$ cat src/rtl/tile_draw_scheduler_if.sv
// Glyph-drawer handshake between the redraw scheduler (master) and the shared
// glyph drawer / plot mux (slave).
interface tile_draw_scheduler_if;
  logic       glyph_start;
  logic [3:0] glyph_id;
  logic [7:0] x_origin;
  logic [6:0] y_origin;
  logic       glyph_done;

  modport master (
    output glyph_start, glyph_id, x_origin, y_origin,
    input  glyph_done
  );

  modport slave (
    input  glyph_start, glyph_id, x_origin, y_origin,
    output glyph_done
  );
endinterface

$ cat src/rtl/tile_draw_scheduler.sv
// Redraw sequencer for the 4x4 sliding-puzzle board: walks the 16 positions,
// launches the glyph drawer for changed (or all) tiles and waits for each glyph.
module tile_draw_scheduler #(
  parameter logic [7:0]  X0      = 8'd0,
  parameter logic [6:0]  Y0      = 7'd0,
  parameter logic [5:0]  PITCH   = 6'd30,
  parameter int unsigned TIMEOUT = 255
) (
  input  logic                         clk,
  input  logic                         resetn,
  input  logic                         start,
  input  logic                         force_all,
  input  logic [63:0]                  board,
  tile_draw_scheduler_if.master        glyph,
  output logic                         busy,
  output logic                         done,
  output logic [4:0]                   tiles_drawn,
  output logic                         timeout_err
);

  typedef enum logic [2:0] {
    IDLE,
    SCAN,
    LAUNCH,
    WAIT,
    NEXT,
    FINISH
  } state_t;

  localparam int unsigned    CW       = (TIMEOUT < 2) ? 1 : $clog2(TIMEOUT + 1);
  localparam logic [CW-1:0]  CNT_LAST = CW'(TIMEOUT - 1);

  state_t        state, nextState;
  logic [63:0]   snap;
  logic [63:0]   shadow;
  logic          shadowValid;
  logic          frc;
  logic [3:0]    idx;
  logic [CW-1:0] cnt;
  logic [3:0]    idReg;
  logic [7:0]    xReg;
  logic [6:0]    yReg;
  logic          glyphStart;
  logic [3:0]    snapTile;
  logic [3:0]    shadowTile;
  logic          dirty;
  logic          waitExpired;

  assign snapTile    = snap[{idx, 2'b00} +: 4];
  assign shadowTile  = shadow[{idx, 2'b00} +: 4];
  assign dirty       = frc | ~shadowValid | (snapTile != shadowTile);
  assign waitExpired = (cnt == CNT_LAST);

  assign glyph.glyph_start = glyphStart;
  assign glyph.glyph_id    = idReg;
  assign glyph.x_origin    = xReg;
  assign glyph.y_origin    = yReg;

  always_ff @(posedge clk or negedge resetn) begin
    if (!resetn) state <= IDLE;
    else         state <= nextState;
  end

  always_comb begin
    nextState  = state;
    glyphStart = 1'b0;
    done       = 1'b0;
    case (state)
      IDLE:    if (start) nextState = SCAN;
      SCAN:    nextState = dirty ? LAUNCH : NEXT;
      LAUNCH: begin
        glyphStart = 1'b1;
        nextState  = WAIT;
      end
      WAIT:    if (glyph.glyph_done || waitExpired) nextState = NEXT;
      NEXT:    nextState = (idx == 4'd15) ? FINISH : SCAN;
      FINISH: begin
        done      = 1'b1;
        nextState = IDLE;
      end
      default: nextState = IDLE;
    endcase
  end

  always_ff @(posedge clk or negedge resetn) begin
    if (!resetn) begin
      snap        <= '0;
      shadow      <= '0;
      shadowValid <= 1'b0;
      frc         <= 1'b0;
      idx         <= '0;
      cnt         <= '0;
      idReg       <= '0;
      xReg        <= '0;
      yReg        <= '0;
      busy        <= 1'b0;
      tiles_drawn <= '0;
      timeout_err <= 1'b0;
    end else begin
      case (state)
        IDLE: begin
          if (start) begin
            snap        <= board;
            frc         <= force_all;
            tiles_drawn <= '0;
            timeout_err <= 1'b0;
            idx         <= '0;
            busy        <= 1'b1;
          end
        end
        SCAN: begin
          // Drawer outputs are loaded here so they are already valid in LAUNCH.
          if (dirty) begin
            idReg <= snapTile;
            xReg  <= X0 + 8'(idx[1:0]) * 8'(PITCH);
            yReg  <= Y0 + 7'(idx[3:2]) * 7'(PITCH);
          end
        end
        WAIT: begin
          if (glyph.glyph_done) begin
            shadow[{idx, 2'b00} +: 4] <= snapTile;
            tiles_drawn               <= tiles_drawn + 5'd1;
            cnt                       <= '0;
          end else if (waitExpired) begin
            timeout_err <= 1'b1;
            cnt         <= '0;
          end else begin
            cnt <= cnt + CW'(1);
          end
        end
        NEXT: begin
          if (idx == 4'd15) begin
            if (!timeout_err) shadowValid <= 1'b1;
          end else begin
            idx <= idx + 4'd1;
          end
        end
        FINISH:  busy <= 1'b0;
        default: ;
      endcase
    end
  end

endmodule
$ cat src/flat_wrapper.sv
// flat-port wrapper written by rule: the top's interface ports become plain ports
module tile_draw_scheduler_flat 
#(
  parameter logic [7:0]  X0      = 8'd0,
  parameter logic [6:0]  Y0      = 7'd0,
  parameter logic [5:0]  PITCH   = 6'd30,
  parameter int unsigned TIMEOUT = 255
)
  (clk, resetn, start, force_all, board, busy, done, tiles_drawn, timeout_err, glyph_glyph_start, glyph_glyph_id, glyph_x_origin, glyph_y_origin, glyph_glyph_done);
  tile_draw_scheduler_if glyph_i ();
  input  logic clk;
  input  logic resetn;
  input  logic start;
  input  logic force_all;
  input  logic [63:0] board;
  output logic busy;
  output logic done;
  output logic [4:0] tiles_drawn;
  output logic timeout_err;
  output wire logic [$bits(glyph_i.glyph_start)-1:0] glyph_glyph_start;
  output wire logic [$bits(glyph_i.glyph_id)-1:0] glyph_glyph_id;
  output wire logic [$bits(glyph_i.x_origin)-1:0] glyph_x_origin;
  output wire logic [$bits(glyph_i.y_origin)-1:0] glyph_y_origin;
  input wire logic [$bits(glyph_i.glyph_done)-1:0] glyph_glyph_done;
  assign glyph_glyph_start = glyph_i.glyph_start;
  assign glyph_glyph_id = glyph_i.glyph_id;
  assign glyph_x_origin = glyph_i.x_origin;
  assign glyph_y_origin = glyph_i.y_origin;
  assign glyph_i.glyph_done = glyph_glyph_done;
  tile_draw_scheduler #(.X0(X0), .Y0(Y0), .PITCH(PITCH), .TIMEOUT(TIMEOUT)) u_core (.clk(clk), .resetn(resetn), .start(start), .force_all(force_all), .board(board), .glyph(glyph_i), .busy(busy), .done(done), .tiles_drawn(tiles_drawn), .timeout_err(timeout_err));
endmodule
$ cat config.mk
export PLATFORM = sky130hd
export DESIGN_NAME = tile_draw_scheduler_flat
export DESIGN_NICKNAME = d
export VERILOG_FILES = /design/src/rtl/tile_draw_scheduler_if.sv /design/src/rtl/tile_draw_scheduler.sv /design/src/flat_wrapper.sv
export SDC_FILE = /design/constraint.sdc
export NUM_CORES = 1
export LEC_CHECK = 0
export CELL_PAD_IN_SITES_DETAIL_PLACEMENT = 2
export CELL_PAD_IN_SITES_GLOBAL_PLACEMENT = 2
export CORE_ASPECT_RATIO = 1.25
export CORE_MARGIN = 3
export CORE_UTILIZATION = 33
export CTS_BUF_LIST = sky130_fd_sc_hd__clkbuf_16
export CTS_CLUSTER_DIAMETER = 30
export DETAILED_ROUTE_END_ITERATION = 8
export MAX_ROUTING_LAYER = met4
export PLACE_DENSITY = 0.78
export RECOVER_POWER = 100
export SETUP_SLACK_MARGIN = 0.5
export SLEW_MARGIN = 20
export SYNTH_ARGS = -nofsm -noshare
export SYNTH_HDL_FRONTEND = slang
export SYNTH_SLANG_ARGS = --single-unit
$ cat constraint.sdc
create_clock -name clk -period 2.54 [get_ports clk]
set_input_delay 0.254 -clock clk [delete_from_list [all_inputs] [get_ports clk]]
set_output_delay 0.254 -clock clk [all_outputs]
set_load 0.01 [all_outputs]
==> reports/results.txt, run 1 <==
FMAX = 347 MHz
pwr dens = 1110 nW/um^2
worst setup margin = -0.344 ns
Avg Inst Size Synth = 10.8 sq um
share of layout cells above drive strength 1 = 36.8%
fin crit share = 114%
routed vias/inst = 5.46
CTS tree = done
first-pass iteration count of the detailed router = 5
number of CTS-inserted buffers = 17
Synth warnings = 0
Max VDD drop = 0.000656 V
status = complete, but fails checks
Ports = 97
RSZ-0062 raised after global routing = yes
critical path, cell by cell = buf_4, mux4_2, nand2_1, a31oi_4, xnor2_2, a41o_4, buf_16, mux2_4
antenna viol nets, final = 0
Reg2Reg Capture Point = u_core.glyph.x_origin[5]
Die Area = 26200 sq um
Post-synth EDFFs = 0
critical path arrival = 3.22 ns
worst setup path startpoint = u_core.idx[1]
initial antenna violation count = 0
vias post-DR = 6952
failing checks = max-capacitance violations, max-slew violations, negative setup slack
iteration-0 DRC count of the detailed router = 483
Seq cells post-synth = 166
RD Place Congestion = 0.899
flop-to-flop setup slack = -0.34 ns
DR DRC count = 0
vias in the first global route = 7630
clock sinks = 166
Clock transition at path regs = 0.08 ns
worst-case reg-to-reg path depth = 8
Lkg Pwr = 0.00546 uW
Rows = 63
maximum capacitance violations = 1
H-tree level count = 4
CP max stage delay = 0.56 ns
final count of hold timing violations = 0
largest net degree at the start of global routing = 68
Port Buffer Count = 93
crit path capture = u_core.glyph.x_origin[5]
Core Region = 23800 sq um
Clock Skew = 0.0194 ns
fillcell total = 2357
crit path max fanout = 13
min Tclk post-route = 2.88 ns
Total GRT Usage = 26.0%
Primary FF master, synth = dfrtp_1
pre-CTS setup slack = -0.262 ns
Slowest cell on crit path = mux4_2
synthesized cell area = 8020 sq um
asr flop ratio synth = 100%
Worst Hold Class = primary input to flip-flop
Cell variety after synth = 54
root buffer cell = clkbuf_16
Die Y = 180 um
Least-Margin Pin Slew = 1.69 ns
sequential element share of the synthesized area = 51.8%
Post-Route WL = 37.3 mm
clk_lat worst skew = 0.46 ns
reg2reg start = u_core.idx[1]
GR Overflow Total = 0
starting density of the core = 33.7%
placed wire-length estimate = 19.4 mm
Worst Setup Path Type = flip-flop to flip-flop
Area growth, synth to finish = 46.8%
critical path launch point type = flip-flop
Max clock buf depth = 2
# setup viols final = 67
WHS Path Cells = 3
worst path required time = 2.87 ns
fin nets = 1017
Slew Limit Fails = 62
Relative slew margins = -12.6%
first-pass GRT wire length = 49.8 mm
diode count = 0
cells after synthesis = 744
CP endpoint kind = flip-flop
Die X = 145 um
tightest hold margin = 0.325 ns
Wirelength per Cell = 29.3 um
kinds of logic (layout without fill, tap and decap cells):
logic type / count (synthesis) / count (layout) / synth area share, %
multiplexers: 98 / 98 / 18.1
AND/OR/NAND/NOR: 331 / 331 / 17.1
other: 1 / 3 / 0.0468
XOR/XNOR: 12 / 12 / 1.31
adder cells (fa/ha/maj): 13 / 13 / 2.03
AO/OA/AOI/OAI: 70 / 70 / 5.87
buffers and inverters: 53 / 255 / 3.70
flip-flops: 166 / 166 / 51.8
flip-flops by register name (all words and copies together), names as in the netlist:
| signal | flops |
|---|---|
| u_core.state | 3 |
| u_core.shadowValid | 1 |
| u_core.snap | 64 |
| u_core.frc | 1 |
| u_core.shadow | 64 |
| u_core.glyph.y_origin | 5 |
| u_core.tiles_drawn | 5 |
| u_core.glyph.glyph_id | 4 |
| u_core.timeout_err | 1 |
| u_core.busy | 1 |
| u_core.glyph.x_origin | 5 |
| u_core.idx | 4 |
| u_core.cnt | 8 |
per-layer routing:
layer  vias up  part of all wire (%)  global-route usage (%)
met2       274                    52                    44.6
met3       132                   4.1                    4.15
met1      3629                    38                    28.9
li1       2917                     -                       -
met4         0                   5.6                    14.1
met5         -                     0                       -
metrics by stage:
stage	setup TNS [ns]	util, %	total power [uW]	instances	cell area [sq um]
detailed placement	-4.19	41.6	8170	1179	9910
CTS	-2.01	47.7	12000	1253	11400
floorplan	-0.0345	-	6430	746	8310
global placement	-2.22	41.6	7920	1179	9910
global route	-21.61	49.5	13600	1273	11800
finish	-10.69	49.5	13000	1273	11800
worst max-delay path, delay by kind of cell (launching register included):
kind	cells	cell delay [ns]
xor+xnor	1	0.22
flops	1	0.52
mux	2	0.87
compound gates	2	0.47
simple gates	1	0.19
buf+inv	2	0.48
what timing repair did:
item,CTS,global route
setup endpoints to repair,144,90
cloned,2,0
buffers inserted,39,20
pin swaps,30,36
resized for setup,118,107
endpoints found under the hold margin,58,0
hold buffers,1,0
Yosys cell counts (3+ instances only):
cell type | count | area (sq um)
a21oi_1 | 5 | 25.0
a221oi_1 | 3 | 26.3
a22oi_1 | 6 | 45.0
and2_1 | 6 | 37.5
and3_1 | 6 | 37.5
buf_12 | 3 | 60.1
buf_2 | 6 | 30.0
buf_4 | 5 | 37.5
buf_6 | 3 | 33.8
clkbuf_1 | 25 | 93.8
dfrtp_1 | 166 | 4150
ha_1 | 13 | 163
inv_1 | 9 | 33.8
mux2_2 | 53 | 597
mux2_4 | 7 | 105
mux2i_1 | 10 | 100
mux4_1 | 5 | 131
mux4_2 | 23 | 518
nand2_1 | 255 | 957
nand2b_1 | 3 | 18.8
nand3_1 | 13 | 65.1
nand3b_1 | 3 | 22.5
nand4_1 | 4 | 25.0
nor2_1 | 22 | 82.6
nor2b_1 | 9 | 56.3
o21ai_0 | 33 | 165
o22ai_1 | 4 | 25.0
o31ai_1 | 4 | 30.0
xnor2_1 | 6 | 52.6
xor2_1 | 6 | 52.6
worst min-delay path by stage:
stage	from	slack, ns	endpoint
detailed placement	resetn	0.30	u_core.glyph.y_origin[1]
global placement	resetn	0.29	u_core.glyph.y_origin[1]
finish	board[6]	0.33	u_core.snap[6]
floorplan	resetn	-0.04	u_core.busy
CTS	board[6]	0.34	u_core.snap[6]
global route	board[2]	0.33	u_core.snap[2]
layout by cell type, fill, tap and decap left out, types with 17 or more instances in the layout:
cell,n
nand2_1,218
dfrtp_1,163
clkbuf_16,17
nand2_2,17
buf_4,56
buf_6,33
mux2_4,59
mux4_2,26
dlygate4sd3_1,24
clkdlybuf4s50_1,67
power breakdown:
group          internal [uW]  switching, uW
Clock                   1300           1340
Sequential              3310            596
Combinational           3020           3460
cell type report:
cell class                      instances  area (sq um)  share of cell area (%)
Timing Repair Buffer                  213          2110                    17.9
Inverter                               10          41.3                   0.351
Clock inverter                         15           136                    1.16
Sequential cell                       166          4160                    35.3
Multi-Input combinational cell        527          4500                    38.2
Tap cell                              325           407                    3.45
Clock buffer                           17           425                    3.61
Power figures use the tool's default switching activity.
==> run 2, diff against run 1 <==
--- a/config.mk
+++ b/config.mk
@@ -5,7 +5,7 @@
 export SDC_FILE = /design/constraint.sdc
 export NUM_CORES = 1
 export LEC_CHECK = 0
-export CELL_PAD_IN_SITES_DETAIL_PLACEMENT = 2
+export CELL_PAD_IN_SITES_DETAIL_PLACEMENT = 0
 export CELL_PAD_IN_SITES_GLOBAL_PLACEMENT = 2
 export CORE_ASPECT_RATIO = 1.25
 export CORE_MARGIN = 3
==> reports/results.txt, run 2 (synthesized netlist as in run 1, its figures left out) <==
Core Region = 23800 sq um
routed vias/inst = 4.87
utilization after layout = 48.3%
vias in the first global route = 6464
RSZ-0062 raised after global routing = yes
largest net degree at the start of global routing = 68
Wirelength per Cell = 18.4 um
Post-Route WL = 23.3 mm
commonest cells after routing, fill and taps aside = nand2_1, dfrtp_1, clkdlybuf4s50_1
vias post-DR = 6162
Die Y = 180 um
pwr dens = 1050 nW/um^2
first-pass GRT wire length = 36.6 mm
CTS tree = done
worst setup margin = -0.160 ns
number of CTS-inserted buffers = 17
placed wire-length estimate = 16.3 mm
Worst Hold Class = primary input to flip-flop
# setup viols final = 15
Least-Margin Pin Slew = 1.54 ns
Max VDD drop = 0.000505 V
final count of hold timing violations = 0
Max clock buf depth = 2
starting density of the core = 33.7%
Clock transition at path regs = 0.07 ns
worst setup path startpoint = u_core.idx[0]
most common cell after layout, fill and taps aside = nand2_1
min Tclk post-route = 2.70 ns
Ports = 97
Largest regs = u_core.shadow x64, u_core.snap x64, u_core.cnt x8
worst path required time = 2.86 ns
RD Place Congestion = 0.899
CP endpoint kind = flip-flop
failing checks = max-capacitance violations, max-slew violations, negative setup slack
Slew Limit Fails = 62
maximum capacitance violations = 1
status = complete, but fails checks
initial antenna violation count = 0
fin crit share = 106%
total internal power = 7720 uW
clock share of power = 22.5%
critical path arrival = 3.02 ns
fin nets = 1009
clk_lat worst skew = 0.43 ns
diode count = 0
root buffer cell = clkbuf_16
share of layout cells above drive strength 1 = 33.6%
Worst Setup Path Type = flip-flop to flip-flop
fillcell total = 2218
first-pass iteration count of the detailed router = 4
Die Area = 26200 sq um
FMAX = 370 MHz
Total GRT Usage = 18.2%
Lkg Pwr = 0.00534 uW
switching power = 4360 uW
Clock Skew = 0.0106 ns
DR DRC count = 0
iteration-0 DRC count of the detailed router = 336
Area growth, synth to finish = 43.4%
combinational power share = 46.3%
Port Buffer Count = 93
antenna viol nets, final = 0
register share of total power = 31.2%
Net Sw Frac = 36.1%
H-tree level count = 4
Die X = 145 um
Overall Power = 12100 uW
clock sinks = 166
GR Overflow Total = 0
hold_sp = board[4]
Rows = 63
reg2reg start = u_core.idx[0]
Relative slew margins = -2.85%
crit path max fanout = 8
critical path launch point type = flip-flop
## run 2: cell count changes in the layout (fill, tap and decap cells not counted), sizes merged
cell      previous run  this run
clkinvlp             4         2
buf                107        95
bufinv               0         2
clkbuf              30        34
## run 2: final timing paths
| check | end | slack, ns | cells after the start |
|---|---|---|---|
| setup / recovery | u_core.glyph.x_origin[1] | -0.16 | 9 |
| hold / removal | u_core.snap[4] | 0.35 | 3 |
| setup reg to reg | u_core.glyph.x_origin[1] | -0.16 | 9 |
| hold reg to reg | u_core.snap[26] | 0.48 | 2 |
| max in group asynchronous | u_core.snap[19] | 0.28 | 3 |
| min in group asynchronous | u_core.glyph.y_origin[1] | 0.76 | 2 |
## run 2: worst max-delay path, stage by stage, from the launching register on
cell     delay (ns)
dfrtp_2        0.39
buf_8          0.15
buf_4          0.16
mux4_2         0.52
a22oi_2        0.26
nand2_2        0.12
xnor2_2        0.21
a41o_4         0.29
buf_12         0.15
mux2_2         0.33
## run 2: final cells by class
cell class	count	area [sq um]	share of cell area (%)
Clock buffer	17	425	3.70
Clock inverter	15	185	1.61
Inverter	10	58.8	0.511
Multi-Input combinational cell	527	4230	36.8
Sequential cell	166	4160	36.2
Tap cell	325	407	3.54
Timing Repair Buffer	205	2030	17.7
## run 2: layer usage
metal / vias to the layer above / track usage, % / share of wire (%)
met5: - / - / 0
met2: 166 / 28.6 / 48
met1: 3029 / 23.8 / 44
met4: 0 / 7.60 / 3.9
met3: 56 / 2.79 / 3.7
li1: 2911 / - / -
## run 2: repair_timing
action                                  in CTS  in global routing
setup buffers                               32                 17
hold buffers                                 1                  0
endpoints found under the hold margin       58                  0
gates resized for setup                    100                 60
endpoints found under the setup margin      85                 83
pin swaps                                   19                 27
cloned                                       2                  2
## run 2: metrics by stage
stage / setup WS (ns) / TNS [ns] / area [sq um] / hold WS (ns) / instances
2_1_floorplan: -0.00493 / -0.0345 / 8310 / -0.0416 / 746
3_3_place_gp: -0.201 / -2.22 / 9910 / 0.293 / 1179
3_5_place_dp: -0.206 / -2.27 / 9910 / 0.298 / 1179
4_1_cts: -0.118 / -1.23 / 11200 / 0.338 / 1246
5_1_grt: -0.219 / -9.50 / 11500 / 0.351 / 1265
6_report: -0.160 / -1.80 / 11500 / 0.350 / 1265
## run 2: power groups by stage
stage / clock network (uW) / logic, uW / registers, uW
floorplan: 0 / 2780 / 3650
global placement: 0 / 4070 / 3850
detailed placement: 0 / 4140 / 3840
CTS: 2760 / 5160 / 3770
global route: 2870 / 6030 / 3850
finish: 2710 / 5600 / 3770
==> run 3, diff against run 2 <==
==> constraint.sdc (replaced) <==
create_clock -name clk -period 2.54 [get_ports clk]
set_input_delay 0.254 -clock clk [delete_from_list [all_inputs] [get_ports clk]]
set_output_delay 0.254 -clock clk [all_outputs]
set_load 0.005 [all_outputs]
==> reports/results.txt, run 3 (synthesized netlist as in run 1, its figures left out) <==
Clock transition at path regs = 0.07 ns
register share of total power = 31.3%
Rows = 63
Slowest cell on crit path = mux4_2
share of layout cells above drive strength 1 = 33.6%
clock share of power = 22.5%
worst setup margin = -0.160 ns
Clock Skew = 0.0106 ns
first-pass GRT wire length = 36.6 mm
Area growth, synth to finish = 43.4%
Net Sw Frac = 35.9%
clock sinks = 166
vias in the first global route = 6467
routed vias/inst = 4.87
Lkg Pwr = 0.00533 uW
placed wire-length estimate = 16.3 mm
total internal power = 7720 uW
FMAX = 370 MHz
Least-Margin Pin Slew = 1.54 ns
setup_tns = -1.80 ns
final count of hold timing violations = 0
Port Buffer Count = 93
Ports = 97
commonest cells after routing, fill and taps aside = nand2_1, dfrtp_1, clkdlybuf4s50_1
root buffer cell = clkbuf_16
Final Cell Area = 11500 sq um
# setup viols final = 15
initial antenna violation count = 0
Largest regs = u_core.shadow x64, u_core.snap x64, u_core.cnt x8
Wirelength per Cell = 18.4 um
vias post-DR = 6160
fin nets = 1009
pre-CTS setup slack = -0.206 ns
Total GRT Usage = 18.2%
Relative slew margins = -2.85%
Die X = 145 um
min Tclk post-route = 2.70 ns
DR DRC count = 0
most common cell after layout, fill and taps aside = nand2_1
fillcell total = 2218
Multi-input gate area = 4230 sq um
switching power = 4330 uW
Die Y = 180 um
status = complete, but fails checks
pwr dens = 1050 nW/um^2
GR Overflow Total = 0
Slew Limit Fails = 62
dpl cell area = 9910 sq um
antenna viol nets, final = 0
critical path launch point type = flip-flop
register area = 4160 sq um
Max VDD drop = 0.000505 V
tightest hold margin = 0.350 ns
starting density of the core = 33.7%
RD Place Congestion = 0.899
Die Area = 26200 sq um
Max clock buf depth = 2
utilization after layout = 48.3%
clk_lat worst skew = 0.43 ns
iteration-0 DRC count of the detailed router = 337
first-pass iteration count of the detailed router = 4
critical path arrival = 3.02 ns
Post-Route WL = 23.3 mm
CP Buf/Inv Count = 3
CP endpoint kind = flip-flop
RSZ-0062 raised after global routing = yes
maximum capacitance violations = 1
fin crit share = 106%
largest net degree at the start of global routing = 68
Worst Setup Path Type = flip-flop to flip-flop
failing checks = max-capacitance violations, max-slew violations, negative setup slack
Top Family by Delay on Critical Path = multiplexers
H-tree level count = 4
number of CTS-inserted buffers = 17
crit path max fanout = 8
Worst Hold Class = primary input to flip-flop
critical path, cell by cell = buf_8, buf_4, mux4_2, a22oi_2, nand2_2, xnor2_2, a41o_4, buf_12, mux2_2
diode count = 0
CTS tree = done
CP max stage delay = 0.52 ns
worst path required time = 2.86 ns
combinational power share = 46.2%
Core Region = 23800 sq um
## run 3: cell count changes in the layout (fill, tap and decap cells not counted), sizes merged
| cell | change |
|---|---|
| dlygate4sd2 | -2 |
| clkdlybuf4s25 | +1 |
| clkdlybuf4s50 | +1 |
## run 3: what timing repair did
item / 4_1_cts / 5_1_grt
endpoints found under the setup margin: 84 / 84
pin swaps: 19 / 27
resized for setup: 99 / 61
cloned: 2 / 2
hold buffers: 1 / 0
buffers inserted: 32 / 17
hold endpoints to repair: 58 / 0
## run 3: final timing paths
path	start	end	slack [ns]	depth (start not counted)
min in group asynchronous	resetn	u_core.glyph.y_origin[1]	0.76	2
max reg2reg	u_core.idx[0]	u_core.glyph.x_origin[1]	-0.16	9
min	board[4]	u_core.snap[4]	0.35	3
max	u_core.idx[0]	u_core.glyph.x_origin[1]	-0.16	9
max in group asynchronous	resetn	u_core.snap[19]	0.28	3
min reg2reg	u_core.snap[26]	u_core.snap[26]	0.48	2
## run 3: power by group through the flow
stage	Sequential, uW	Clock (uW)	Combinational (uW)
2_1_floorplan	3620	0	2770
3_3_place_gp	3850	0	4030
3_5_place_dp	3840	0	4100
4_1_cts	3770	2760	5140
5_1_grt	3850	2870	6000
6_report	3770	2710	5570
## run 3: final cells by class
cell class	instances	area share [%]
clock buffers	17	3.70
well taps	325	3.54
multi-input cells	527	36.8
flip-flops and latches	166	36.2
inverters	10	0.511
repair buffers	205	17.7
clock inverters	15	1.61
## run 3: worst register-to-register path: cells and delay by family (launching register included)
| family | cells | cell delay, ns |
|---|---|---|
| flip-flops | 1 | 0.39 |
| XOR/XNOR | 1 | 0.21 |
| AND/OR/NAND/NOR | 1 | 0.12 |
| AO/OA/AOI/OAI | 2 | 0.55 |
| buffers and inverters | 3 | 0.46 |
| multiplexers | 2 | 0.86 |
## run 3: metrics by stage
step                      power (uW)  cells
final                          12000   1265
after global routing           12700   1265
after CTS                      11700   1246
after detailed placement        7950   1179
after global placement          7880   1179
after floorplan                 6390    746
## run 3: routing by layer
metal / track usage, % / part of all wire [%] / vias up
met4: 7.60 / 3.9 / 0
met1: 23.8 / 44 / 3027
met5: - / 0 / -
met3: 2.79 / 3.7 / 56
met2: 28.6 / 49 / 166
li1: - / - / 2911
